$ cat src/rtl/multicycle_ctrl.sv
// ============================================================================
// Module      : multicycle_ctrl
// Description : Multicycle MIPS control FSM driving datapath selects and
//               strobes over a shared memory port. Optional illegal-opcode
//               trap enabled by macro MULTICYCLE_CTRL_TRAP_EN.
// Revision    : 1.0 - initial release
// ============================================================================
`default_nettype none

module multicycle_ctrl #(
    parameter int START_DELAY = 0
) (
    input  logic       clk,
    input  logic       reset,
    input  logic [5:0] op,
    input  logic [5:0] funct,
    input  logic       mem_ready,
    output logic       mem_req,
    output logic       memwrite,
    output logic       iord,
    output logic       irwrite,
    output logic       pcwrite,
    output logic       branch,
    output logic [1:0] pcsrc,
    output logic       alusrca,
    output logic [1:0] alusrcb,
    output logic [2:0] alucontrol,
    output logic       regdst,
    output logic       memtoreg,
    output logic       regwrite,
    output logic       instr_done,
    output logic       trap,
    output logic [3:0] state
);

    typedef enum logic [3:0] {
        S_IDLE     = 4'd0,
        S_FETCH    = 4'd1,
        S_DECODE   = 4'd2,
        S_MEMADR   = 4'd3,
        S_MEMRD    = 4'd4,
        S_MEMWB    = 4'd5,
        S_MEMWR    = 4'd6,
        S_EXECUTE  = 4'd7,
        S_ALUWB    = 4'd8,
        S_BRANCH   = 4'd9,
        S_ADDIEXEC = 4'd10,
        S_ADDIWB   = 4'd11,
        S_JUMP     = 4'd12,
        S_HALT     = 4'd13
    } state_t;

    localparam logic [5:0] c_OP_RTYPE = 6'b000000;
    localparam logic [5:0] c_OP_LW    = 6'b100011;
    localparam logic [5:0] c_OP_SW    = 6'b101011;
    localparam logic [5:0] c_OP_BEQ   = 6'b000100;
    localparam logic [5:0] c_OP_ADDI  = 6'b001000;
    localparam logic [5:0] c_OP_J     = 6'b000010;
    localparam int         c_CW       = (START_DELAY > 1) ? $clog2(START_DELAY) : 1;

    state_t            r_state;
    state_t            w_next;
    logic [c_CW-1:0]   r_cnt;
    logic              w_delay_done;
    logic              w_mem_req, w_memwrite, w_irwrite, w_pcwrite, w_branch;
    logic              w_regwrite, w_instr_done, w_trap;
    logic [2:0]        w_funct_alu;

    assign w_delay_done = (START_DELAY == 0) || (r_cnt == c_CW'(START_DELAY - 1));

    always_ff @(posedge clk) begin
        if (!reset) begin
            r_state <= S_IDLE;
            r_cnt   <= '0;
        end else begin
            r_state <= w_next;
            if (r_state == S_IDLE && !w_delay_done)
                r_cnt <= r_cnt + 1'b1;
        end
    end

    always_comb begin
        w_funct_alu = 3'b010;
        case (funct)
            6'b100010: w_funct_alu = 3'b110;
            6'b100100: w_funct_alu = 3'b000;
            6'b100101: w_funct_alu = 3'b001;
            6'b101010: w_funct_alu = 3'b111;
            default:   w_funct_alu = 3'b010;
        endcase
    end

    always_comb begin
        w_next       = S_FETCH;
        w_mem_req    = 1'b0;
        w_memwrite   = 1'b0;
        w_irwrite    = 1'b0;
        w_pcwrite    = 1'b0;
        w_branch     = 1'b0;
        w_regwrite   = 1'b0;
        w_instr_done = 1'b0;
        w_trap       = 1'b0;
        iord         = 1'b0;
        pcsrc        = 2'b00;
        alusrca      = 1'b0;
        alusrcb      = 2'b00;
        alucontrol   = 3'b000;
        regdst       = 1'b0;
        memtoreg     = 1'b0;
        case (r_state)
            S_IDLE: w_next = w_delay_done ? S_FETCH : S_IDLE;
            S_FETCH: begin
                w_mem_req  = 1'b1;
                alusrcb    = 2'b01;
                alucontrol = 3'b010;
                w_irwrite  = mem_ready;
                w_pcwrite  = mem_ready;
                w_next     = mem_ready ? S_DECODE : S_FETCH;
            end
            S_DECODE: begin
                alusrcb    = 2'b11;
                alucontrol = 3'b010;
                case (op)
                    c_OP_LW, c_OP_SW: w_next = S_MEMADR;
                    c_OP_RTYPE:       w_next = S_EXECUTE;
                    c_OP_BEQ:         w_next = S_BRANCH;
                    c_OP_ADDI:        w_next = S_ADDIEXEC;
                    c_OP_J:           w_next = S_JUMP;
                    default: begin
`ifdef MULTICYCLE_CTRL_TRAP_EN
                        w_next       = S_HALT;
`else
                        // Illegal opcode retires as a NOP
                        w_instr_done = 1'b1;
                        w_next       = S_FETCH;
`endif
                    end
                endcase
            end
            S_MEMADR: begin
                alusrca    = 1'b1;
                alusrcb    = 2'b10;
                alucontrol = 3'b010;
                w_next     = (op == c_OP_LW) ? S_MEMRD : S_MEMWR;
            end
            S_MEMRD: begin
                w_mem_req = 1'b1;
                iord      = 1'b1;
                w_next    = mem_ready ? S_MEMWB : S_MEMRD;
            end
            S_MEMWB: begin
                memtoreg     = 1'b1;
                w_regwrite   = 1'b1;
                w_instr_done = 1'b1;
            end
            S_MEMWR: begin
                w_mem_req    = 1'b1;
                w_memwrite   = 1'b1;
                iord         = 1'b1;
                w_instr_done = mem_ready;
                w_next       = mem_ready ? S_FETCH : S_MEMWR;
            end
            S_EXECUTE: begin
                alusrca    = 1'b1;
                alucontrol = w_funct_alu;
                w_next     = S_ALUWB;
            end
            S_ALUWB: begin
                regdst       = 1'b1;
                w_regwrite   = 1'b1;
                w_instr_done = 1'b1;
            end
            S_BRANCH: begin
                alusrca      = 1'b1;
                alucontrol   = 3'b110;
                w_branch     = 1'b1;
                pcsrc        = 2'b01;
                w_instr_done = 1'b1;
            end
            S_ADDIEXEC: begin
                alusrca    = 1'b1;
                alusrcb    = 2'b10;
                alucontrol = 3'b010;
                w_next     = S_ADDIWB;
            end
            S_ADDIWB: begin
                w_regwrite   = 1'b1;
                w_instr_done = 1'b1;
            end
            S_JUMP: begin
                pcsrc        = 2'b10;
                w_pcwrite    = 1'b1;
                w_instr_done = 1'b1;
            end
`ifdef MULTICYCLE_CTRL_TRAP_EN
            S_HALT: begin
                w_trap = 1'b1;
                w_next = S_HALT;
            end
`endif
            default: w_next = S_FETCH;
        endcase
    end

    // Strobes are gated by reset so an abandoned access never writes
    assign mem_req    = w_mem_req    & reset;
    assign memwrite   = w_memwrite   & reset;
    assign irwrite    = w_irwrite    & reset;
    assign pcwrite    = w_pcwrite    & reset;
    assign branch     = w_branch     & reset;
    assign regwrite   = w_regwrite   & reset;
    assign instr_done = w_instr_done & reset;
`ifdef MULTICYCLE_CTRL_TRAP_EN
    assign trap       = w_trap       & reset;
`else
    assign trap       = 1'b0;
    logic w_unused;
    assign w_unused   = w_trap;
`endif
    assign state      = r_state;

endmodule

`default_nettype wire

$ cat config.mk
export PLATFORM = sky130hd
export DESIGN_NAME = multicycle_ctrl
export DESIGN_NICKNAME = d
export VERILOG_FILES = /design/src/rtl/multicycle_ctrl.sv
export SDC_FILE = /design/constraint.sdc
export NUM_CORES = 1
export LEC_CHECK = 0
export ABC_AREA = 1
export CAP_MARGIN = 0
export CORE_MARGIN = 1.5
export CORE_UTILIZATION = 32
export DETAILED_ROUTE_END_ITERATION = 12
export MAX_ROUTING_LAYER = met4
export PLACE_DENSITY = 0.75
export SYNTH_ARGS = -nofsm -noshare
export SYNTH_HDL_FRONTEND = slang
export SYNTH_SLANG_ARGS = --single-unit
export TNS_END_PERCENT = 1
$ cat constraint.sdc
create_clock -name clk -period 1.2 [get_ports clk]
set_clock_uncertainty 0.1 [all_clocks]
set_input_delay 0.24 -clock clk [delete_from_list [all_inputs] [get_ports clk]]
set_output_delay 0.24 -clock clk [all_outputs]
set_load 0.02 [all_outputs]
# After elaboration in Yosys (flattened, before gate mapping)
# Index checks and enable logic that the tools add are counted.
[word_totals] regBits=4 latchBits=0 mem_bits_rw=0 romBits=0 input_bits=15 output_inout_bits=23 elab_cells=61 mem_count=0
[op_classes] n_addsub=0 multipliers=0 div=0 magnitude_cmp=0 n_eq_ne=21 shift=0 n_mux=22 bitwise=7 reduce_logical=10
[ops] operator="== test 6 bit (second input constant)" n=6
[ops] operator="case mux 4 bit (7 select lines)" n=1
[ops] operator="== test 4 bit (second input constant)" n=5
[ops] operator="case mux 4 bit (5 select lines)" n=1
[ops] operator="== test 4 x 3 -> 1 bit (second input constant)" n=4
[ops] operator="case mux 3 bit (4 select lines)" n=1
[ops] operator="2-to-1 mux 1 bit" n=11
[ops] operator="case mux 3 bit (3 select lines)" n=1
[ops] operator="== test 4 x 2 -> 1 bit (second input constant)" n=2
[ops] operator="OR reduction 4 bit" n=2
[ops] operator="bitwise AND 1 bit" n=7
[ops] operator="== test 6 x 2 -> 1 bit (second input constant)" n=1
[ops] operator="== test 6 x 3 -> 1 bit (second input constant)" n=1
[ops] operator="== test 6 x 4 -> 1 bit (second input constant)" n=1
[ops] operator="zero test 6 bit" n=1
[ops] operator="case mux 2 bit (3 select lines)" n=1
[ops] operator="OR reduction 2 bit" n=3
[ops] operator="OR reduction 3 bit" n=2
[ops] operator="OR reduction 6 bit" n=1
[ops] operator="OR reduction 5 bit" n=1
[ops] operator="== test 4 x 1 -> 1 bit (second input constant)" n=1
[ops] operator="2-to-1 mux 2 bit" n=2
[ops] operator="case mux 2 bit (2 select lines)" n=1
[ops] operator="2-to-1 mux 3 bit" n=1
[ops] operator="other kinds (2)" n=2

# Depth between registers and ports, before layout
[logic_depth] depth_word=5 mapped_depth=9 mapped_depth_nobuf=9

# Least setup slack after synthesis
# Ideal clock, no wire load.
[synth_path] path_kind="reg-to-output" from="reg r_state[1], in the netlist state[1]" to="out alucontrol[1]" arrival_ps=1395 required_time_ps=860 slack_ps=-535 path_stages_with_launch=9 path_buffers=0 cell_sequence="dfxtp_1 > inv_1 > nor2_1 > nand2_2 > inv_1 > nor2_1 > inv_1 > a21oi_1 > o21ai_0"
[synth_via] elab_chain_cells=3 elab_cells_between_ends=8 cone_classes="6 x eq/ne; 1 x mux; 1 x reduce/logical"
[synth_lines] element="start, declared" line="61" source="state_t r_state;"
[synth_lines] element="start signal, assigned" line="76" source="r_state <= w_next;"
[synth_lines] element="== test 4 x 2 -> 1 bit (tied with other cells)" line="110" source="case (r_state)"
[synth_lines] element="OR reduction 4 bit (no line)"
[synth_lines] element="case mux 3 bit (3 select lines) (*)" line="110"
[synth_lines] element="end, declared" line="27" source="output logic [2:0] alucontrol,"
# Every way passes the cells marked *; elsewhere a longest branch is shown, timed or not.

# Worst setup path in the final report
[layout_path] from="reg r_state[2], in the netlist state[2]" to="reg r_state[1], in the netlist state[1]"
[layout_via] elab_chain_cells=2 elab_cells_between_ends=8 cone_classes="7 x eq/ne; 1 x mux"
[layout_lines] element="== test 4 bit (tied with other cells)" line="110"
[layout_lines] element="case mux 4 bit (7 select lines) (*)" line="110"
# Marked as above.
# A chain may end at the register's enable or synchronous reset.

==> results.tsv <==
stage	metric	value	unit
critical_path	Worst path max stage delay	380	ps
sta	Final min period	1720	ps
cts	CTS tree	yes	
die	Die Height	46.3	µm
power_and_ir_drop	Switch Pwr	0.000509	W
synthesis	Syn Inst Count	127	
critical_path	Most common cell on crit path	buf_4	
run	max_cap viols	0	
critical_path	Critical Path AT	1740	ps
die	die area	0.00214	mm²
die	# IOs	38	
placement	DP Cell Count	215	
cts	clock latency on the worst-skew pair	250	ps
layout	Fillers	104	
power_and_ir_drop	Sw Share	45.7	%
grt	antenna violations before repair	0	
cts	CTS sink cnt	4	
cts	CTS max path bufs	2	
power_and_ir_drop	P_leak	0.840	nW
layout	NumNets Final	219	
cts	Root Buffer	clkbuf_4	
detailed_routing	routed length per instance	13.6	µm
synthesis	Syn Std Cell Area	599	µm²
synthesis	Synth warnings	0	
power_and_ir_drop	Seq pwr share	18.0	%
grt	largest net degree at the start of global routing	8	
power_and_ir_drop	Clock power frac	16.6	%
critical_path	CP cell instances	inv_2, nor2_4, buf_4, buf_4, buf_4, buf_4, buf_4, nand3_1, nand3_1, nor2_1, a21oi_1	
cts	H-tree Lvls	1	
synthesis	Seq cells post-synth	4	
detailed_routing	TritonRoute pass-1 iters	4	
synthesis	Synthesized Nets	142	
placement	gp weighted congestion	0.863	
die	Starting Density	34.3	%
detailed_routing	# DRC	0	
cts	Num CTS Buffers	3	
power_and_ir_drop	combinational power share	65.4	%
sta	fmax	0.582	GHz
layout	Area Growth Syn to Fin	157	%
layout	Multi-input gate area	649	µm²
critical_path	slowest CP cell	dfxtp_4	
synthesis	sequential fraction of the synthesis area	13.4	%
critical_path	Worst Path Required	1220	ps
placement	pre-CTS WS	-1110	ps
sta	setup violators final	23	
placement	IO Port Bufs	36	
layout	Largest register FFs	4	
die	FP Rows	15	
sta	fin. max-slew vios	0	
detailed_routing	Via Count	1127	
detailed_routing	drt total wl	3.08	mm
synthesis	cell taking the most area after synthesis	nand2_1	
layout	register area	95.1	µm²
critical_path	crit start category	flop	
outcome	status	finished, violations left	
layout	ANT cells	0	
grt	GR Util All Layers	30.4	%
sta	RSZ-0062 raised after global routing	yes	
cts	clock transition at the registers of the reported paths	50	ps
detailed_routing	Via density	4.96	
synthesis	Cell variety after synth	16	
power_and_ir_drop	PD cells	724	mW/mm²
synthesis	main area contributors after synthesis	nand2_1, nor2_1, inv_1	
critical_path	crit path capture type	flop	
detailed_routing	DRT iter0 DRCs	30	
critical_path	critical path class	flop to flop	
sta	Final Hold Viols	0	
placement	Final HPWL DP	2.03	mm
synthesis	top-area cell type share of the netlist area	18.2	%
die	die width	46.3	µm
outcome	failing checks	setup timing	
die	core area	0.00175	mm²
critical_path	crit path max fanout	6	
layout	non-filler cells, final	227	
grt	total grt overflow	0	
power_and_ir_drop	maximum vdd drop	0.450	mV
sta	final period utilization	143	%
worst_hold_path	HP Class	primary input to flop	
detailed_routing	antenna-violating nets left	0	
layout	layout cells sized above 1	59.4	%
cts	cts hold-fix bufs	0	
synthesis	Synth Area per Inst	4.72	µm²
power_and_ir_drop	Int Pwr	0.000605	W
sta	post-route setup slack	-517	ps
grt	first-pass GRT wire length	4.47	mm
grt	vias in the first global route	1059	
[path summary, 6_finish.rpt]
check,from,endpoint,slack [ps],cells past startpoint
worst max-delay path,state[2],state[1],-520,11
worst min-delay path,op[0],state[2],560,6
worst max register to register,state[2],state[1],-520,11
worst min register to register,state[1],state[3],820,5
[kinds of logic after synthesis]
logic type,count (synthesis),synth area share [%]
simple gates,83,58.7
buf+inv,29,18.8
compound gates,10,8.56
flops,4,13.4
other cells,1,0.626
[metrics by stage]
step	total power [W]	cell area [µm²]	TNS (ps)	utilization, %	hold WS [ps]
after CTS	0.00105	1490	-8460	85.2	545
final	0.00111	1540	-8940	88.1	559
after global placement	0.000776	1330	-14830	76.3	669
after global routing	0.00117	1540	-10110	88.1	595
after detailed placement	0.000791	1330	-15660	76.3	675
after floorplan	0.000490	738	-1540	-	237
[timing repair]
action                     in CTS  in global routing
setup endpoints to repair      26                 24
gates resized for setup       157                 15
buffers inserted                8                  1
pin swaps                      15                  8
[power groups by stage]
stage	clock network, W	registers [W]	logic (W)
after CTS	0.000170	0.000197	0.000679
after global routing	0.000194	0.000204	0.000775
after floorplan	0	0.000200	0.000289
final	0.000185	0.000200	0.000729
after global placement	0	0.000180	0.000596
after detailed placement	0	0.000182	0.000609
[critical path: cells and delay by family (launching register included)]
| family | cells | cell delay (ps) |
|---|---|---|
| simple gates | 4 | 310 |
| flops | 1 | 380 |
| buf+inv | 6 | 700 |
| compound gates | 1 | 80 |
[synth_stat cells, drive strengths merged]
| master | n |
|---|---|
| nand2 | 30 |
| dfxtp | 4 |
| inv | 28 |
| nor3 | 4 |
| nand3 | 15 |
| o22ai | 1 |
| buf | 1 |
| nand4 | 1 |
| o21ai | 3 |
| a21oi | 6 |
| nor3b | 1 |
| conb | 1 |
| nor2 | 32 |
[cells in the final DEF (no fill, tap or decap), types with 2 or more instances in the layout]
cell type         n
a21oi_2           3
a21oi_4           2
buf_2             2
buf_4            39
buf_6            17
clkbuf_4          3
clkdlybuf4s50_1   4
dfxtp_4           4
dlygate4sd2_1    10
inv_1            20
inv_2             5
inv_4             3
nand2_1          18
nand2_2           9
nand2_4           3
nand3_1          12
nand3_2           3
nor2_1           10
nor2_2            8
nor2_4           14
nor3_1            3
o21ai_0           2
[layer usage]
metal  vias up  share of wire [%]  global-route usage (%)
met5         -                  0                       -
met3        12                4.2                    2.35
met2        52                 55                    58.9
met4         0                4.2                    14.3
li1        540                  -                       -
met1       523                 36                    29.6
[final cells by class]
cell class              instances  area share [%]
clock buffers                   3            1.46
inverters                      28            7.32
multi-input cells              94            42.2
flip-flops and latches          4            6.18
well taps                      25            2.03
repair buffers                 73            40.8
Power figures use the tool's default switching activity.
